$ cat src/rtl/seq_detect_ctrl.sv
`timescale 1ns/1ps
// seq_detect_ctrl: run-time programmable serial pattern detector with match counting and
// target/timeout/abort termination. Define SEQ_CTRL_FIRST_POS_EN to capture the first-match sample index.
module seq_detect_ctrl #(
  parameter int unsigned WIDTH = 8,
  parameter int unsigned LEN_W = $clog2(WIDTH) + 1,
  parameter int unsigned CNT_W = 8,
  parameter int unsigned TO_W  = 16
) (
  input  logic             clk,
  input  logic             rst,
  input  logic             cfg_valid,
  output logic             cfg_ready,
  input  logic [WIDTH-1:0] cfg_pattern,
  input  logic [LEN_W-1:0] cfg_len,
  input  logic [CNT_W-1:0] cfg_target,
  input  logic             cfg_overlap,
  input  logic [TO_W-1:0]  cfg_timeout,
  output logic             cfg_err,
  input  logic             start,
  input  logic             abort,
  input  logic             in_valid,
  input  logic             in,
  output logic             match,
  output logic [CNT_W-1:0] match_cnt,
  output logic             busy,
  output logic             done,
  output logic             timeout,
  output logic [TO_W-1:0]  first_pos
);

  typedef enum logic [2:0] {
    S_IDLE,
    S_LOADED,
    S_RUN,
    S_DONE,
    S_TIMEOUT
  } state_t;

  state_t state;
  state_t state_next;

  logic [WIDTH-1:0] pat_q;
  logic [LEN_W-1:0] len_q;
  logic [CNT_W-1:0] target_q;
  logic             overlap_q;
  logic [TO_W-1:0]  timeout_q;

  logic [WIDTH-1:0] hist_q;
  logic [LEN_W-1:0] fill_q;
  logic [TO_W-1:0]  timer_q;

  logic [WIDTH-1:0] hist_next;
  logic [WIDTH-1:0] len_mask;
  logic [LEN_W-1:0] fill_inc;
  logic [CNT_W-1:0] cnt_inc;
  logic [TO_W-1:0]  timer_inc;
  logic             len_ok;
  logic             cfg_load;
  logic             start_go;
  logic             run_go;
  logic             hit;
  logic             target_hit;
  logic             expire;

  logic cfg_ready_d;
  logic cfg_err_d;
  logic busy_d;
  logic done_d;
  logic timeout_d;
  logic match_d;

  // Datapath decode shared by the FSM and the registers
  always_comb begin
    len_ok     = (cfg_len != '0) && (cfg_len <= LEN_W'(WIDTH));
    cfg_load   = !abort && (state == S_IDLE) && cfg_valid && len_ok;
    start_go   = !abort && (state == S_LOADED) && start;
    run_go     = !abort && (state == S_RUN);
    hist_next  = WIDTH'({hist_q, in});
    len_mask   = ~({WIDTH{1'b1}} << len_q);
    fill_inc   = (fill_q == LEN_W'(WIDTH)) ? fill_q : fill_q + LEN_W'(1);
    hit        = in_valid && (fill_inc >= len_q) && (((hist_next ^ pat_q) & len_mask) == '0);
    cnt_inc    = (&match_cnt) ? match_cnt : match_cnt + CNT_W'(1);
    target_hit = hit && (target_q != '0) && (cnt_inc == target_q);
    timer_inc  = timer_q + TO_W'(1);
    expire     = (timeout_q != '0) && (timer_inc == timeout_q);
  end

  always_ff @(posedge clk) begin
    if (rst) begin
      state <= S_IDLE;
    end else begin
      state <= state_next;
    end
  end

  // Next state: abort beats target, target beats timeout
  always_comb begin
    state_next = state;
    if (abort) begin
      state_next = S_IDLE;
    end else begin
      case (state)
        S_IDLE:    if (cfg_valid && len_ok) state_next = S_LOADED;
        S_LOADED:  if (start) state_next = S_RUN;
        S_RUN: begin
          if (target_hit) begin
            state_next = S_DONE;
          end else if (expire) begin
            state_next = S_TIMEOUT;
          end
        end
        S_DONE:    state_next = S_LOADED;
        S_TIMEOUT: state_next = S_LOADED;
        default:   state_next = S_IDLE;
      endcase
    end
  end

  // Outputs are decoded from the next state so they line up with it once registered
  always_comb begin
    cfg_ready_d = 1'b0;
    cfg_err_d   = 1'b0;
    busy_d      = 1'b0;
    done_d      = 1'b0;
    timeout_d   = 1'b0;
    match_d     = 1'b0;
    cfg_ready_d = (state_next == S_IDLE);
    busy_d      = (state_next == S_RUN);
    done_d      = (state_next == S_DONE);
    timeout_d   = (state_next == S_TIMEOUT);
    cfg_err_d   = !abort && (state == S_IDLE) && cfg_valid && !len_ok;
    match_d     = run_go && hit;
  end

  always_ff @(posedge clk) begin
    if (rst) begin
      cfg_ready <= 1'b1;
      cfg_err   <= 1'b0;
      busy      <= 1'b0;
      done      <= 1'b0;
      timeout   <= 1'b0;
      match     <= 1'b0;
    end else begin
      cfg_ready <= cfg_ready_d;
      cfg_err   <= cfg_err_d;
      busy      <= busy_d;
      done      <= done_d;
      timeout   <= timeout_d;
      match     <= match_d;
    end
  end

  // Config latch, history shifter, fill, timer and match counter
  always_ff @(posedge clk) begin
    if (rst) begin
      pat_q     <= '0;
      len_q     <= '0;
      target_q  <= '0;
      overlap_q <= 1'b0;
      timeout_q <= '0;
      hist_q    <= '0;
      fill_q    <= '0;
      timer_q   <= '0;
      match_cnt <= '0;
    end else begin
      if (cfg_load) begin
        pat_q     <= cfg_pattern;
        len_q     <= cfg_len;
        target_q  <= cfg_target;
        overlap_q <= cfg_overlap;
        timeout_q <= cfg_timeout;
      end
      if (start_go) begin
        hist_q    <= '0;
        fill_q    <= '0;
        timer_q   <= '0;
        match_cnt <= '0;
      end else if (run_go) begin
        timer_q <= timer_inc;
        if (in_valid) begin
          hist_q <= hist_next;
          // Non-overlapping mode needs a full fresh pattern after each match
          fill_q <= (hit && !overlap_q) ? '0 : fill_inc;
        end
        if (hit) begin
          match_cnt <= cnt_inc;
        end
      end
    end
  end

`ifdef SEQ_CTRL_FIRST_POS_EN
  logic [TO_W-1:0] sample_idx;

  // match_cnt is still zero only until the first match of the run lands
  always_ff @(posedge clk) begin
    if (rst) begin
      sample_idx <= '0;
      first_pos  <= '0;
    end else if (start_go) begin
      sample_idx <= '0;
      first_pos  <= '0;
    end else if (run_go && in_valid) begin
      sample_idx <= sample_idx + TO_W'(1);
      if (hit && (match_cnt == '0)) begin
        first_pos <= sample_idx;
      end
    end
  end
`else
  assign first_pos = '0;
`endif

endmodule

$ cat config.mk
export PLATFORM = sky130hd
export DESIGN_NAME = seq_detect_ctrl
export DESIGN_NICKNAME = d
export VERILOG_FILES = /design/src/rtl/seq_detect_ctrl.sv
export SDC_FILE = /design/constraint.sdc
export NUM_CORES = 1
export LEC_CHECK = 0
export CAP_MARGIN = 20
export CORE_ASPECT_RATIO = 1.2
export CORE_UTILIZATION = 58
export CTS_CLUSTER_DIAMETER = 200
export DETAILED_ROUTE_END_ITERATION = 10
export PLACE_DENSITY_LB_ADDON = 0.08
export REMOVE_ABC_BUFFERS = 1
export SLEW_MARGIN = 20
export SYNTH_ARGS = -nofsm -noshare
export SYNTH_HDL_FRONTEND = slang
export SYNTH_SLANG_ARGS = --single-unit
$ cat constraint.sdc
create_clock -name clk -period 6.7 [get_ports clk]
set_input_delay 1.34 -clock clk [delete_from_list [all_inputs] [get_ports clk]]
set_output_delay 1.34 -clock clk [all_outputs]
set_load 0.005 [all_outputs]
# Yosys cells after proc, flatten, opt, wreduce, memory -nomap -nowiden
# Cells that the tools add are included.
[word_totals] regBits=81 latchBits=0 mem_bits_rw=0 rom_bits=0 input_bits=44 output_inout_bits=30 memories=0
[op_classes] n_addsub=3 n_mul=0 div_mod_pow=0 n_lt_le_gt_ge=2 n_eq_ne=10 n_shift=1 muxes=9 bitwise=3 reduce_logical=30
[ops] operator="16-bit by 1-bit adder with 16-bit output, second input constant" count=1
[ops] operator="16-bit equality test" count=1
[ops] operator="1-bit logical AND" count=16
[ops] operator="16-bit nonzero test" count=1
[ops] operator="3-bit 2-to-1 mux" count=5
[ops] operator="3-bit by 2-bit equality test with 1-bit output, second input constant" count=4
[ops] operator="3-bit one-hot mux with 4 select lines" count=1
[ops] operator="8-bit by 1-bit adder with 8-bit output, second input constant" count=1
[ops] operator="8-bit AND" count=1
[ops] operator="8-bit equality test" count=1
[ops] operator="8-bit zero test" count=1
[ops] operator="4-bit 2-to-1 mux" count=2
[ops] operator="8-bit 2-to-1 mux" count=1
[ops] operator="8-bit NOT" count=1
[ops] operator="8-bit AND reduction" count=1
[ops] operator="8-bit nonzero test" count=1
[ops] operator="8-bit by 4-bit left shift with 8-bit output, first input constant" count=1
[ops] operator="8-bit XOR" count=1
[ops] operator="3-bit equality test, second input constant" count=2
[ops] operator="3-bit zero test" count=2
[ops] operator="4-bit by 1-bit adder with 4-bit output, second input constant" count=1
[ops] operator="4-bit equality test, second input constant" count=1
[ops] operator="4-bit >= comparator" count=1
[ops] operator="4-bit less-or-equal comparator, second input constant" count=1
[ops] operator="other kinds (5)" count=9

# Depth between registers and ports, before layout
[depth] ltp_word=11 ltp_mapped=14 mapped_depth_nobuf=14

# Worst setup path after synthesis
# Ideal clock, no wire load.
[synth_path] kind="in2reg" from="in abort" to="reg len_q[0]" t_arrival_ns=2.767 required_time_ns=6.568 path_slack_ns=3.801 cell_stages=8 cell_sequence="or2_1 > buf_2 > or4b_4 > inv_2 > nand2_1 > clkbuf_1 > nand2_1 > a21oi_1"
[synth_between] elab_chain_len=4
[synth_rtl] element="start, declared" line_no="21" source="input logic abort,"
[synth_rtl] element="1-bit zero test" line_no="76" source="cfg_load = !abort && (state == S_IDLE) && cfg_valid && len_ok;"
[synth_rtl] element="1-bit logical AND (3 in a row)" line_no="76"
[synth_rtl] element="end signal, assigned" line_no="169" source="len_q <= cfg_len;"
[synth_rtl] element="end, declared" line_no="44" source="logic [LEN_W-1:0] len_q;"
# No other way between the ends.
# A chain may end at the register's enable or synchronous reset.

# Worst setup path after layout
[layout_path] from="in abort" to="reg fill_q[0]"
[layout_between] elab_chain_len=4
[layout_rtl] element="1-bit zero test (*)" line_no="77, 78"
[layout_rtl] element="1-bit logical AND (2 in a row)" line_no="77" source="start_go = !abort && (state == S_LOADED) && start;"
[layout_rtl] element="2-bit OR reduction (no line)"
[layout_rtl] element="end signal, assigned" line_no="184" source="fill_q <= (hit && !overlap_q) ? '0 : fill_inc;"
[layout_rtl] element="end, declared" line_no="50" source="logic [LEN_W-1:0] fill_q;"
# Mark *: on every way between the ends. The rest lies on a longest branch, timed or not.

==> run metrics <==
outcome completed; TNS Setup 0 ns; commonest non-fill, non-tap cell in the layout nand2_1; critical path's largest stage delay 0.46 ns; number of max-cap violations 0; Final GP Congestion 0.9132; first-pass GRT wire length 15950 um; CTS buffer count 9; RSZ-0062 raised after global routing no; crit-path most repeated cell nand2_1; Fmax 0.3060 GHz; post-route insts no fill 689; dpl ws 3.095 ns; worst path arrival time 3.52 ns; DR iter-0 viols 186; CTS root buf clkbuf_8; final worst slack 3.433 ns; crit path launch type input port; power per cell area 197.0 mW/mm2; CTS Hold Bufs 0; 1st-pass router iterations 4; R2R cell count 12; CP Class in2reg; CP max stage cell clkdlybuf4s50_1; HP Class reg2reg; Post-synth top flop dfxtp_1; Final HPWL DP 7013 um; FFs w/ async S/R, synth 0%; Hold Path Sink overlap_q$_SDFFE_PP0P_; WL/cell 13.93 um; Detail Route Antenna Nets 0; clk_skew 0.01096 ns; endpoints failing hold 0; Yosys cell types 60; Vias/cell 5.518; DIE HEIGHT 97.70 um; H-tree Lvls 3; hold path depth 2; synthesized area per cell 7.991 um2; Resize count post-CTS 0; IO Port Bufs 57; most frequent cells in the layout nand2_1, dfxtp_1, a21oi_1; reg2reg setup slack 3.79 ns; # rows 34; worst r2r dst fill_q[0]$_SDFFE_PP0P_; Ports 74; chip width 81.75 um; Post-synth EDFFs 0; critical path fanouts, max 11; CTS clk-pin slew, worst paths 0.08 ns; leak pwr 0.001838 uW; Final Power 1015 uW; worst path bufs/invs 1; crit path cell chain clkdlybuf4s50_1 > or2_1 > nor2_4 > nand2_1 > a31oi_1 > nand2_1 > a311oi_1; DR DRC count 0; Post-Syn Area 0.004427 mm2; Pins Over Slew Limit 0; starting density of the core 60.50%; Crit path required time 6.96 ns; YS warnings 0; via count 3802; Antenna diodes 0; R2R Path Start fill_q[0]$_SDFFE_PP0P_; largest net degree at the start of global routing 47; routed wire length 9595 um; Post-CTS Setup Repair Bufs 0; CP delay by family, top simple AND/OR/NAND/NOR gates; Max clock buf depth 2; die area 0.007987 mm2; Cells after DPL 673; Finished Core Util 70.40%; initial antenna violation count 0; HP Start overlap_q$_SDFFE_PP0P_; worst-margin pin slew 0.6933 ns; area delta synth->final 16.37%; Syn Inst Count 554; core box area 0.007317 mm2; sequential-to-total area share from yosys stat 36.63%; register bit count reported by yosys 81; Overall Global Routing Usage 25.61%; CTS tree built; Crit. End Element flop; slew margin rel. 53.78%; Final nets 646; fraction of layout cells with a size suffix above 1 6.845%; peak supply drop 0.1280 mV; Skew-Pair Late Insertion Delay 0.35 ns; final-layout fill cell count 634; min Tclk post-route 3.267 ns; clk sinks 81; final setup fails 0; number of global-route vias before repair 3539; fin crit share 48.77%; Congestion Overflow GR 0
[cell families (layout without fill, tap and decap cells)]
| family | after synthesis | after routing | share of synthesized area (%) |
|---|---|---|---|
| mux | 5 | 5 | 1.159 |
| xor+xnor | 55 | 55 | 10.88 |
| other cells | 1 | 16 | 0.08471 |
| buf+inv | 60 | 90 | 7.518 |
| flops | 81 | 81 | 36.63 |
| simple gates | 241 | 241 | 27.42 |
| fa+ha+maj | 8 | 8 | 2.261 |
| compound gates | 103 | 103 | 14.05 |
[cell usage after synthesis, drive strengths merged, types with 3 or more instances]
cell type,count,area (um2)
and3b,4,35.03
nor4,12,81.33
a21o,3,22.52
a22oi,3,22.52
clkbuf,17,65.06
or3,6,37.54
dfxtp,81,1622
ha,8,100.1
inv,14,52.55
nand3,12,75.07
a21oi,59,299.0
nand2,109,409.1
nor3b,3,32.53
o31ai,4,30.03
a211oi,4,35.03
nand3b,3,22.52
nor2,39,161.4
or2,6,37.53
nor3,17,90.09
nand2b,7,43.79
buf,29,215.2
xor2,24,210.2
mux2i,4,40.04
o21ai,11,55.05
and3,4,25.02
nand4,12,105.1
a31oi,7,43.79
xnor2,31,271.5
[stage by stage]
step	hold WS, ns	area [um2]
2_1_floorplan	0.4303	4203
3_3_place_gp	0.4456	4908
3_5_place_dp	0.4517	4908
4_1_cts	0.4627	5151
5_1_grt	0.4835	5151
6_report	0.4673	5151
[sequential cells by signal, indices dropped and copies added, names as in the netlist]
signal	count
timeout_q	16
timer_q	16
match_cnt	8
pat_q	8
target_q	8
hist_q	7
fill_q	4
len_q	4
state	3
busy	1
cfg_err	1
cfg_ready	1
done	1
match	1
overlap_q	1
timeout	1
[layout make-up]
type	instances	area [um2]	area share (%)
clock inverter	7	118.9	2.308
tap	90	112.6	2.186
multi-input combinational	428	2529	49.09
sequential	81	1622	31.48
timing repair buffer	60	593.1	11.51
inverter	14	52.55	1.020
clock buffer	9	123.9	2.405
[worst max path at each step]
stage,startpoint,slack [ns],endpoint,depth (start not counted)
final,abort,3.43,fill_q[0]$_SDFFE_PP0P_,7
after global routing,abort,3.23,fill_q[0]$_SDFFE_PP0P_,7
after CTS,abort,3.46,fill_q[0]$_SDFFE_PP0P_,7
after detailed placement,abort,3.09,fill_q[0]$_SDFFE_PP0P_,7
after global placement,abort,3.20,timeout_q[3]$_SDFFE_PP0P_,8
after floorplan,abort,3.50,len_q[0]$_SDFFE_PP0P_,6
[per-layer routing]
layer	track usage (%)	routed length, um	part of all wire (%)
met1	32.27	4261	44
met4	10.66	168	1.8
met3	3.944	484	5.0
met5	0	0	0
met2	42.59	4681	49
[tightest hold or removal path: stages (launching register included)]
cell and delay (ns):
dfxtp_1 0.32, nand2_1 0.05, a21oi_1 0.06
[power by group]
group | leakage (uW) | switching (uW) | internal [uW]
clock | 0.000115 | 174 | 247
sequential | 0.000655 | 9.39 | 490
combinational | 0.00107 | 45.9 | 47.3
total | 0.00184 | 230 | 785
Note: power is estimated with default switching activity, not from simulation.
